`src/rtl/neuron_activation.sv`:
```
// neuron_activation: bias add, round/rescale, saturate and PLAN sigmoid for
// one neuron's accumulated dot product. Three-stage pipeline with
// valid/ready handshake on both sides. All stages advance together on adv.
//
// Ports:
//   clk        clock, rising edge
//   reset      synchronous active-high reset, clears all pipeline state
//   in_sum     signed accumulator value, 2*FRAC_BITS fraction bits
//   in_bias    signed bias, FRAC_BITS fraction bits
//   in_valid   in_sum/in_bias valid
//   in_ready   block accepts an input this cycle
//   act_sel    (NEURON_RELU_EN only) 1 = ReLU, 0 = sigmoid, travels with data
//   out_act    activation, unsigned, FRAC_BITS fraction bits
//   out_sat    pre-activation value was clamped
//   out_valid  out_act/out_sat valid
//   out_ready  consumer accepts this cycle
//
// Optional feature macro: NEURON_RELU_EN (adds act_sel and the ReLU path).

module neuron_activation #(
    parameter int unsigned FRAC_BITS = 12
) (
    input  logic               clk,
    input  logic               reset,
    input  logic signed [47:0] in_sum,
    input  logic signed [17:0] in_bias,
    input  logic               in_valid,
    output logic               in_ready,
`ifdef NEURON_RELU_EN
    input  logic               act_sel,
`endif
    output logic [17:0]        out_act,
    output logic               out_sat,
    output logic               out_valid,
    input  logic               out_ready
);

    localparam int unsigned T_W   = 50;             // bias/round sum width
    localparam int unsigned Z_W   = T_W - FRAC_BITS; // rescaled width
    localparam int unsigned A_W   = 17;             // magnitude width
    localparam int unsigned ACT_W = 18;             // activation width

    localparam logic signed [T_W-1:0] RND    = T_W'(1) << (FRAC_BITS - 1);
    localparam logic signed [Z_W-1:0] Z_HI   = Z_W'(131071);
    localparam logic signed [Z_W-1:0] Z_LO   = -Z_W'(131071);

    // PLAN breakpoints and offsets, expressed in units of 2^FRAC_BITS
    localparam logic [ACT_W-1:0] ONE  = ACT_W'(1)  << FRAC_BITS;        // 1.0
    localparam logic [ACT_W-1:0] BRK2 = ACT_W'(19) << (FRAC_BITS - 3);  // 2.375
    localparam logic [ACT_W-1:0] BRK3 = ACT_W'(5)  << FRAC_BITS;        // 5.0
    localparam logic [ACT_W-1:0] OFS1 = ACT_W'(1)  << (FRAC_BITS - 1);  // 0.5
    localparam logic [ACT_W-1:0] OFS2 = ACT_W'(5)  << (FRAC_BITS - 3);  // 0.625
    localparam logic [ACT_W-1:0] OFS3 = ACT_W'(27) << (FRAC_BITS - 5);  // 0.84375

    // Stage registers
    logic                  s1_valid_q, s1_valid_d;
    logic signed [Z_W-1:0] s1_z_q,     s1_z_d;
    logic                  s2_valid_q, s2_valid_d;
    logic                  s2_sign_q,  s2_sign_d;
    logic [A_W-1:0]        s2_a_q,     s2_a_d;
    logic                  s2_sat_q,   s2_sat_d;
    logic                  s3_valid_q, s3_valid_d;
    logic [ACT_W-1:0]      s3_act_q,   s3_act_d;
    logic                  s3_sat_q,   s3_sat_d;
`ifdef NEURON_RELU_EN
    logic                  s1_sel_q,   s1_sel_d;
    logic                  s2_sel_q,   s2_sel_d;
`endif

    // Combinational datapath signals
    logic                  adv_c;
    logic signed [T_W-1:0] t_c;
    logic signed [A_W:0]   z_clamp_c;
    logic                  clamp_c;
    logic [ACT_W-1:0]      a_ext_c;
    logic [ACT_W-1:0]      y_c;
    logic [ACT_W-1:0]      act_c;

    // Whole pipeline moves together; bubbles are not collapsed
    assign adv_c    = !s3_valid_q || out_ready;
    assign in_ready = adv_c;

    // S1: add bias aligned to 2*FRAC_BITS, add half LSB, arithmetic shift
    assign t_c = T_W'(in_sum) + (T_W'(in_bias) <<< FRAC_BITS) + RND;

    // S2: symmetric clamp so the magnitude always fits in A_W bits
    always_comb begin
        clamp_c   = 1'b0;
        z_clamp_c = (A_W + 1)'(s1_z_q);
        if (s1_z_q > Z_HI) begin
            clamp_c   = 1'b1;
            z_clamp_c = (A_W + 1)'(Z_HI);
        end else if (s1_z_q < Z_LO) begin
            clamp_c   = 1'b1;
            z_clamp_c = (A_W + 1)'(Z_LO);
        end
    end

    // S3: piecewise-linear sigmoid on |z|, mirrored for negative z
    assign a_ext_c = ACT_W'(s2_a_q);

    always_comb begin
        y_c = ONE;
        if (a_ext_c < ONE) begin
            y_c = (a_ext_c >> 2) + OFS1;
        end else if (a_ext_c < BRK2) begin
            y_c = (a_ext_c >> 3) + OFS2;
        end else if (a_ext_c < BRK3) begin
            y_c = (a_ext_c >> 5) + OFS3;
        end
    end

    always_comb begin
        act_c = s2_sign_q ? (ONE - y_c) : y_c;
`ifdef NEURON_RELU_EN
        if (s2_sel_q) begin
            act_c = s2_sign_q ? '0 : a_ext_c;
        end
`endif
    end

    // Next-state: hold everything unless the pipeline advances
    always_comb begin
        s1_valid_d = s1_valid_q;
        s1_z_d     = s1_z_q;
        s2_valid_d = s2_valid_q;
        s2_sign_d  = s2_sign_q;
        s2_a_d     = s2_a_q;
        s2_sat_d   = s2_sat_q;
        s3_valid_d = s3_valid_q;
        s3_act_d   = s3_act_q;
        s3_sat_d   = s3_sat_q;
`ifdef NEURON_RELU_EN
        s1_sel_d   = s1_sel_q;
        s2_sel_d   = s2_sel_q;
`endif
        if (adv_c) begin
            s1_valid_d = in_valid;
            s2_valid_d = s1_valid_q;
            s3_valid_d = s2_valid_q;
            // Payload only loads behind a valid item; bubbles leave it alone
            if (in_valid) begin
                s1_z_d   = Z_W'(t_c >>> FRAC_BITS);
`ifdef NEURON_RELU_EN
                s1_sel_d = act_sel;
`endif
            end
            if (s1_valid_q) begin
                s2_sat_d  = clamp_c;
                s2_sign_d = z_clamp_c[A_W];
                s2_a_d    = z_clamp_c[A_W] ? A_W'(-z_clamp_c) : A_W'(z_clamp_c);
`ifdef NEURON_RELU_EN
                s2_sel_d  = s1_sel_q;
`endif
            end
            if (s2_valid_q) begin
                s3_act_d = act_c;
                s3_sat_d = s2_sat_q;
            end
        end
    end

    // State registers
    always_ff @(posedge clk) begin
        if (reset) begin
            s1_valid_q <= 1'b0;
            s1_z_q     <= '0;
            s2_valid_q <= 1'b0;
            s2_sign_q  <= 1'b0;
            s2_a_q     <= '0;
            s2_sat_q   <= 1'b0;
            s3_valid_q <= 1'b0;
            s3_act_q   <= '0;
            s3_sat_q   <= 1'b0;
`ifdef NEURON_RELU_EN
            s1_sel_q   <= 1'b0;
            s2_sel_q   <= 1'b0;
`endif
        end else begin
            s1_valid_q <= s1_valid_d;
            s1_z_q     <= s1_z_d;
            s2_valid_q <= s2_valid_d;
            s2_sign_q  <= s2_sign_d;
            s2_a_q     <= s2_a_d;
            s2_sat_q   <= s2_sat_d;
            s3_valid_q <= s3_valid_d;
            s3_act_q   <= s3_act_d;
            s3_sat_q   <= s3_sat_d;
`ifdef NEURON_RELU_EN
            s1_sel_q   <= s1_sel_d;
            s2_sel_q   <= s2_sel_d;
`endif
        end
    end

    assign out_act   = s3_act_q;
    assign out_sat   = s3_sat_q;
    assign out_valid = s3_valid_q;

endmodule

```
`config.mk`:
```
export PLATFORM = sky130hd
export DESIGN_NAME = neuron_activation
export DESIGN_NICKNAME = d
export VERILOG_FILES = /design/src/rtl/neuron_activation.sv
export SDC_FILE = /design/constraint.sdc
export NUM_CORES = 1
export LEC_CHECK = 0
export ABC_CLOCK_PERIOD_IN_PS = 3300
export CAP_MARGIN = 20
export CORE_MARGIN = 2
export CORE_UTILIZATION = 43
export CTS_CLUSTER_SIZE = 30
export DETAILED_ROUTE_END_ITERATION = 7
export DONT_BUFFER_PORTS = 1
export PLACE_DENSITY = 0.71
export REMOVE_ABC_BUFFERS = 1
export SYNTH_ARGS = -nofsm -noshare
export SYNTH_HDL_FRONTEND = slang
export SYNTH_SLANG_ARGS = --single-unit
```
`constraint.sdc`:
```
create_clock -name clk -period 3.3 [get_ports clk]
set_input_delay 0.99 -clock clk [delete_from_list [all_inputs] [get_ports clk]]
set_output_delay 0.99 -clock clk [all_outputs]
set_load 0.05 [all_outputs]
```
==> results_dict.tcl, run 1 <==
set metrics [dict create \
    die_area_sq_um 14800 \
    path_cells "ha_1 -> nand4_1 -> nor3_1 -> o2111ai_2 -> a21oi_2 -> nor4_1 -> buf_4 -> o31ai_2 -> o31ai_1 -> buf_4 -> o21ai_0 -> a221oi_2" \
    cp-end-kind "flip-flop" \
    drv_cap 0 \
    path_depth 12 \
    rr_worst_depth 16 \
    critical_path_class "primary input to flip-flop" \
    cts_htree_levels 3 \
    rsz0062_at_grt "no" \
    status "completed" \
    boundaryPins 91 \
    die_w_um 122 \
    die_y_um 122 \
    grt_pass1_wl_mm 24.5 \
    via_count 5929 \
    finalInstanceArea_sq_um 7110 \
    powerDensity_nw_per_um2 444 \
    worst_pin_slew_ps 756 \
    cp.arrival_ps 3300 \
    via_per_inst 5.59 \
    syn_avg_cell_area_sq_um 7.37 \
    total_leakage_power_nw 2.95 \
    cp_top_family "compound AO/OA/AOI/OAI gates" \
    place_congestion 0.889 \
    drt_iter0_markers 321 \
    placed_area_sq_um 6750 \
    crit_start "in_sum[26]" \
    cpMaxStageDelayCell "ha_1" \
    critPathMostFrequentCell "buf_4" \
    yosysSeqAreaShare_pct 25.9 \
    yosysUniqueCellTypes 71 \
    timing.rr.end "out_act[12]" \
    ant_nets 0 \
    r2r-start "s2_a_q[13]" \
    coreArea_sq_um 13700 \
    cts_tree "built" \
    instances_no_fill 1061 \
    fin_skew_ps 8.07 \
    critPathMaxStageDelay_ps 340 \
    syn_area_sq_um 5960 \
    grt_use_total_pct 19.7 \
    cts_buffers 9 \
    ys_warn_count 0 \
    fillers 1305 \
    start_kind "primary input" \
    min_period_ps 3090 \
    synth_edf_count 0 \
    drive_above_1_share_pct 15.8 \
    reg2reg_slack_ps 290 \
    clock_latency_ps 330 \
    cts_sinks 77 \
    utilization_pct 51.9 \
    finalMaxSlewViolations 0 \
    synth_ff_type "dfxtp_1" \
    critical_path.max_fanout 4 \
    max_freq_mhz 323 \
    worst-path-buf-inv 2 \
    drcViolationCount 0 \
    mostFrequentLayoutCells "110 x nand2_1, 96 x buf_4, 94 x a21oi_1" \
    setup_viol 0 \
    hpwl_mm 11.0 \
    grt_pass1_vias 5356 \
    grt_overflow 0 \
    peakVddDrop_mv 0.265 \
    synthCells 809 \
    clockBufferDepth 2 \
    nets 991 \
    port_buffers 0 \
    cts_root_buffer "clkbuf_16" \
    num_rows 43 \
    antenna_found_initial 0 \
    clk_pin_slew_ps 60 \
    crit_path_end "s1_z_q[37]" \
    area_growth_pct 19.4 \
    final_common_cell "nand2_1" \
    fin_crit_sh_pct 93.7 \
    grt_max_degree 88 \
    antenna_cells 0 \
    start_util_pct 43.4 \
    max_slew_margin_pct 49.4 \
    wl_mm 14.5 \
    postSynth.asyncResetShare_pct 0 \
    routedWlPerCell_um 13.6 \
    place_inst 1045 \
    critPathRequiredTime_ps 3510 \
    synth-seq-cells 77 \
    drt_first_pass_iters 7 \
    hold_path.class "flip-flop to flip-flop" \
    hold_violations 0 \
]
==> kinds of logic after synthesis <==
group                      after synthesis  share of synthesized area, %
xor gates and xnor gates                29                          4.26
DFF                                     77                          25.9
muxes                                    7                          1.20
buffers and inverters                   67                          4.47
adders and majority gates               44                          9.36
and+or+nand+nor                        313                          25.8
AOI/OAI and AO/OA                      272                          29.1
==> worst register-to-register path: stages (launching register included) <==
cell	delay (ps)
dfxtp_1	310
inv_1	110
ha_1	210
and2b_1	150
o21ai_1	90
a21o_1	180
and2_1	170
buf_4	150
a21oi_1	200
ha_1	170
inv_1	50
a211oi_2	170
nand3_1	190
nor3_2	260
nand2_1	90
xnor2_1	160
a211oi_2	240
==> synth_stat cells, types with 14 or more instances <==
cell        n  share of area (%)
clkbuf_1   34                2.1
nand3_1    22                1.8
nor3_1     20                1.7
a211oi_1   14                1.8
nor2_1     68                4.3
dfxtp_1    77                 26
nand2_1   110                6.9
a31oi_1    16                1.7
a21oi_1    96                8.1
inv_1      27                1.7
o21ai_0    43                3.6
ha_1       43                9.0
xnor2_1    16                2.4
a21o_1     22                2.8
==> per-stage QoR <==
step	setup WS, ps	total power, mW	hold slack [ps]	TNS (ps)
2_1_floorplan	52.1	1.79	426	0
3_3_place_gp	-311	2.10	435	-993
3_5_place_dp	-345	2.11	441	-1340
4_1_cts	5.32	3.16	450	0
5_1_grt	9.08	3.36	481	0
6_report	207	3.16	453	0
==> power breakdown <==
group | internal, mW | switching [mW] | total (mW)
logic | 0.476 | 0.530 | 1.01
clock network | 0.657 | 0.379 | 1.04
registers | 1.01 | 0.111 | 1.12
total | 2.14 | 1.02 | 3.16
==> layer usage <==
| metal | GRT usage [%] | vias up | part of all wire [%] |
|---|---|---|---|
| li1 | - | 3105 | - |
| met1 | 27.5 | 2650 | 50 |
| met2 | 31.3 | 153 | 44 |
| met3 | 3.32 | 21 | 4.7 |
| met4 | 5.60 | 0 | 1.6 |
| met5 | 0 | - | 0 |
==> worst min-delay path by stage <==
| stage | start | end | cells past startpoint |
|---|---|---|---|
| floorplan | s2_sat_q | out_sat | 2 |
| global placement | s2_sat_q | out_sat | 2 |
| detailed placement | s2_sat_q | s2_sat_q | 2 |
| CTS | s2_sat_q | s2_sat_q | 2 |
| global route | s2_sat_q | s2_sat_q | 2 |
| finish | s2_sat_q | s2_sat_q | 2 |
==> registers in the layout (all words and copies together) (netlist names) <==
name and cells:
s1_z_q 38, out_act 18, s2_a_q 15, out_sat 1
out_valid 1, s1_valid_q 1, s2_sat_q 1, s2_sign_q 1
s2_valid_q 1
==> final cells by class <==
type | instances | area [sq um] | share of cell area, %
flip-flops and latches | 77 | 1540 | 21.7
clock inverters | 6 | 88.8 | 1.25
repair buffers | 97 | 741 | 10.4
clock buffers | 9 | 225 | 3.17
inverters | 27 | 101 | 1.42
well taps | 180 | 225 | 3.17
multi-input cells | 665 | 4190 | 58.9
==> repair_timing <==
action	4_1_cts	5_1_grt
hold buffers	0	0
buffers inserted	0	1
endpoints found under the setup margin	0	7
gates resized for setup	0	8
endpoints found under the hold margin	0	0
Power figures use the tool's default switching activity.
==> inputs of run 2 (changes only) <==
--- a/config.mk
+++ b/config.mk
@@ -7,6 +7,7 @@
 export LEC_CHECK = 0
 export ABC_CLOCK_PERIOD_IN_PS = 3300
 export CAP_MARGIN = 20
+export CORE_ASPECT_RATIO = 1.75
 export CORE_MARGIN = 2
 export CORE_UTILIZATION = 43
 export CTS_CLUSTER_SIZE = 30
==> results_dict.tcl, run 2 (synthesis gave the netlist of run 1 again) <==
set metrics [dict create \
    cts_hold_buf 0 \
    drv_cap 0 \
    max_slew_margin_pct 61.0 \
    worst_pin_slew_ps 580 \
    grt_use_total_pct 20.5 \
    instances_no_fill 1053 \
    min_period_ps 3110 \
    num_rows 56 \
    clk_pin_slew_ps 60 \
    worst-path-buf-inv 2 \
    setup_slack_ps 191 \
    grt_pass1_vias 5709 \
    hpwl_mm 11.7 \
    dp_slack_ps -588 \
    die_area_sq_um 14900 \
    drcViolationCount 0 \
    grt_max_degree 88 \
    port_buffers 0 \
    cts_buffers 9 \
    cts_sinks 77 \
    via_per_inst 5.68 \
    max_freq_mhz 322 \
    clock_latency_ps 330 \
    fin_crit_sh_pct 94.2 \
    fillers 1303 \
    utilization_pct 53.0 \
    drt_iter0_markers 318 \
    grt_pass1_wl_mm 25.6 \
    critical_path_class "primary input to flip-flop" \
    cts_tree "built" \
    cp-end-kind "flip-flop" \
    critPathMostFrequentCell "buf_4" \
    die_w_um 93.0 \
    peakVddDrop_mv 0.202 \
    critPathMaxStageDelay_ps 540 \
    boundaryPins 91 \
    coreArea_sq_um 13500 \
    cpMaxStageDelayCell "o31ai_1" \
    fin_skew_ps 8.82 \
    routedWlPerCell_um 14.1 \
    antenna_found_initial 0 \
    cts_root_buffer "clkbuf_16" \
    start_util_pct 44.3 \
    drive_above_1_share_pct 16.3 \
    largest-register "s1_z_q" \
    largest_register_ffs 38 \
    setup_viol 0 \
    critical_path.max_fanout 5 \
    critPathRequiredTime_ps 3520 \
    drt_first_pass_iters 5 \
    worst_hold_slack_ps 449 \
    via_count 5984 \
    area_growth_pct 19.7 \
    start_kind "primary input" \
    place_inst 1036 \
    hold_violations 0 \
    rsz0062_at_grt "no" \
    nets 988 \
    status "completed" \
    grt_overflow 0 \
    wl_mm 14.9 \
    cp.arrival_ps 3330 \
    path_cells "ha_1 -> nand2_1 -> buf_4 -> nor2_1 -> and3_1 -> nand3_1 -> a2bb2oi_1 -> buf_4 -> and2_1 -> o31ai_1 -> a211oi_1 -> a211o_1" \
    die_y_um 160 \
    cp_top_family "compound AO/OA/AOI/OAI gates" \
    place_congestion 0.929 \
    hold_path.class "flip-flop to flip-flop" \
    finalMaxSlewViolations 0 \
    clockBufferDepth 2 \
    tns_ps 0 \
    antenna_cells 0 \
    ant_nets 0 \
    final_common_cell "nand2_1" \
    total_leakage_power_nw 2.96 \
    cts_htree_levels 3 \
    mostFrequentLayoutCells "110 x nand2_1, 95 x a21oi_1, 92 x buf_4" \
    powerDensity_nw_per_um2 448 \
]
[run 2: worst reg2reg max path: stages (launching register included)]
cell and delay, ps:
dfxtp_1 320, inv_2 100, ha_4 150, and2b_1 150
o21ai_2 80, a21o_1 190, and2_4 170, a222oi_1 350
ha_2 250, inv_1 50, a211oi_2 280, nand3_2 180
o31ai_2 310, xor2_1 160, nand2_1 70, a21oi_1 130
[run 2: layer usage]
layer	track usage (%)	wire length [um]	vias up
met5	0	0	-
met4	7.82	351	0
met3	2.41	340	26
met2	39.5	8330	113
met1	22.1	5860	2732
li1	-	-	3113
[run 2: per-stage QoR]
step	area [sq um]	power [mW]
floorplan	5790	1.79
global placement	6720	2.10
detailed placement	6720	2.12
CTS	7060	3.19
global route	7140	3.41
finish	7140	3.20
[run 2: worst paths after layout]
check | cells past startpoint | start | end | slack [ps]
max | 12 | in_sum[26] | s1_z_q[28] | 190
min | 2 | s2_sat_q | s2_sat_q | 450
max reg2reg | 15 | s2_a_q[14] | out_act[10] | 280
min reg2reg | 2 | s2_sat_q | s2_sat_q | 450
[run 2: cell type report]
type	instances	area [sq um]	area share, %
sequential	77	1540	21.6
tap	174	218	3.05
inverter	27	101	1.42
clock inverter	6	86.3	1.21
clock buffer	10	239	3.35
timing repair buffer	94	722	10.1
multi-input combinational	665	4230	59.2
[run 2: repair_timing]
action,CTS,global route
resized for setup,2,17
buffers inserted,0,1
setup endpoints to repair,2,9
pin swaps,0,8
[run 2: report_power, final]
part / internal (mW) / switching, mW
registers: 1.01 / 0.107
clock network: 0.681 / 0.380
logic: 0.480 / 0.543
total: 2.17 / 1.03
==> inputs of run 3 (changes only) <==
--- a/config.mk
+++ b/config.mk
@@ -7,12 +7,12 @@
 export LEC_CHECK = 0
 export ABC_CLOCK_PERIOD_IN_PS = 3300
 export CAP_MARGIN = 20
-export CORE_ASPECT_RATIO = 1.75
 export CORE_MARGIN = 2
 export CORE_UTILIZATION = 43
 export CTS_CLUSTER_SIZE = 30
 export DETAILED_ROUTE_END_ITERATION = 7
 export DONT_BUFFER_PORTS = 1
+export HOLD_SLACK_MARGIN = 0.02
 export PLACE_DENSITY = 0.71
 export REMOVE_ABC_BUFFERS = 1
 export SYNTH_ARGS = -nofsm -noshare
==> results of run 3 <==
Final layout, timing and power as in run 1 (identical DEF).
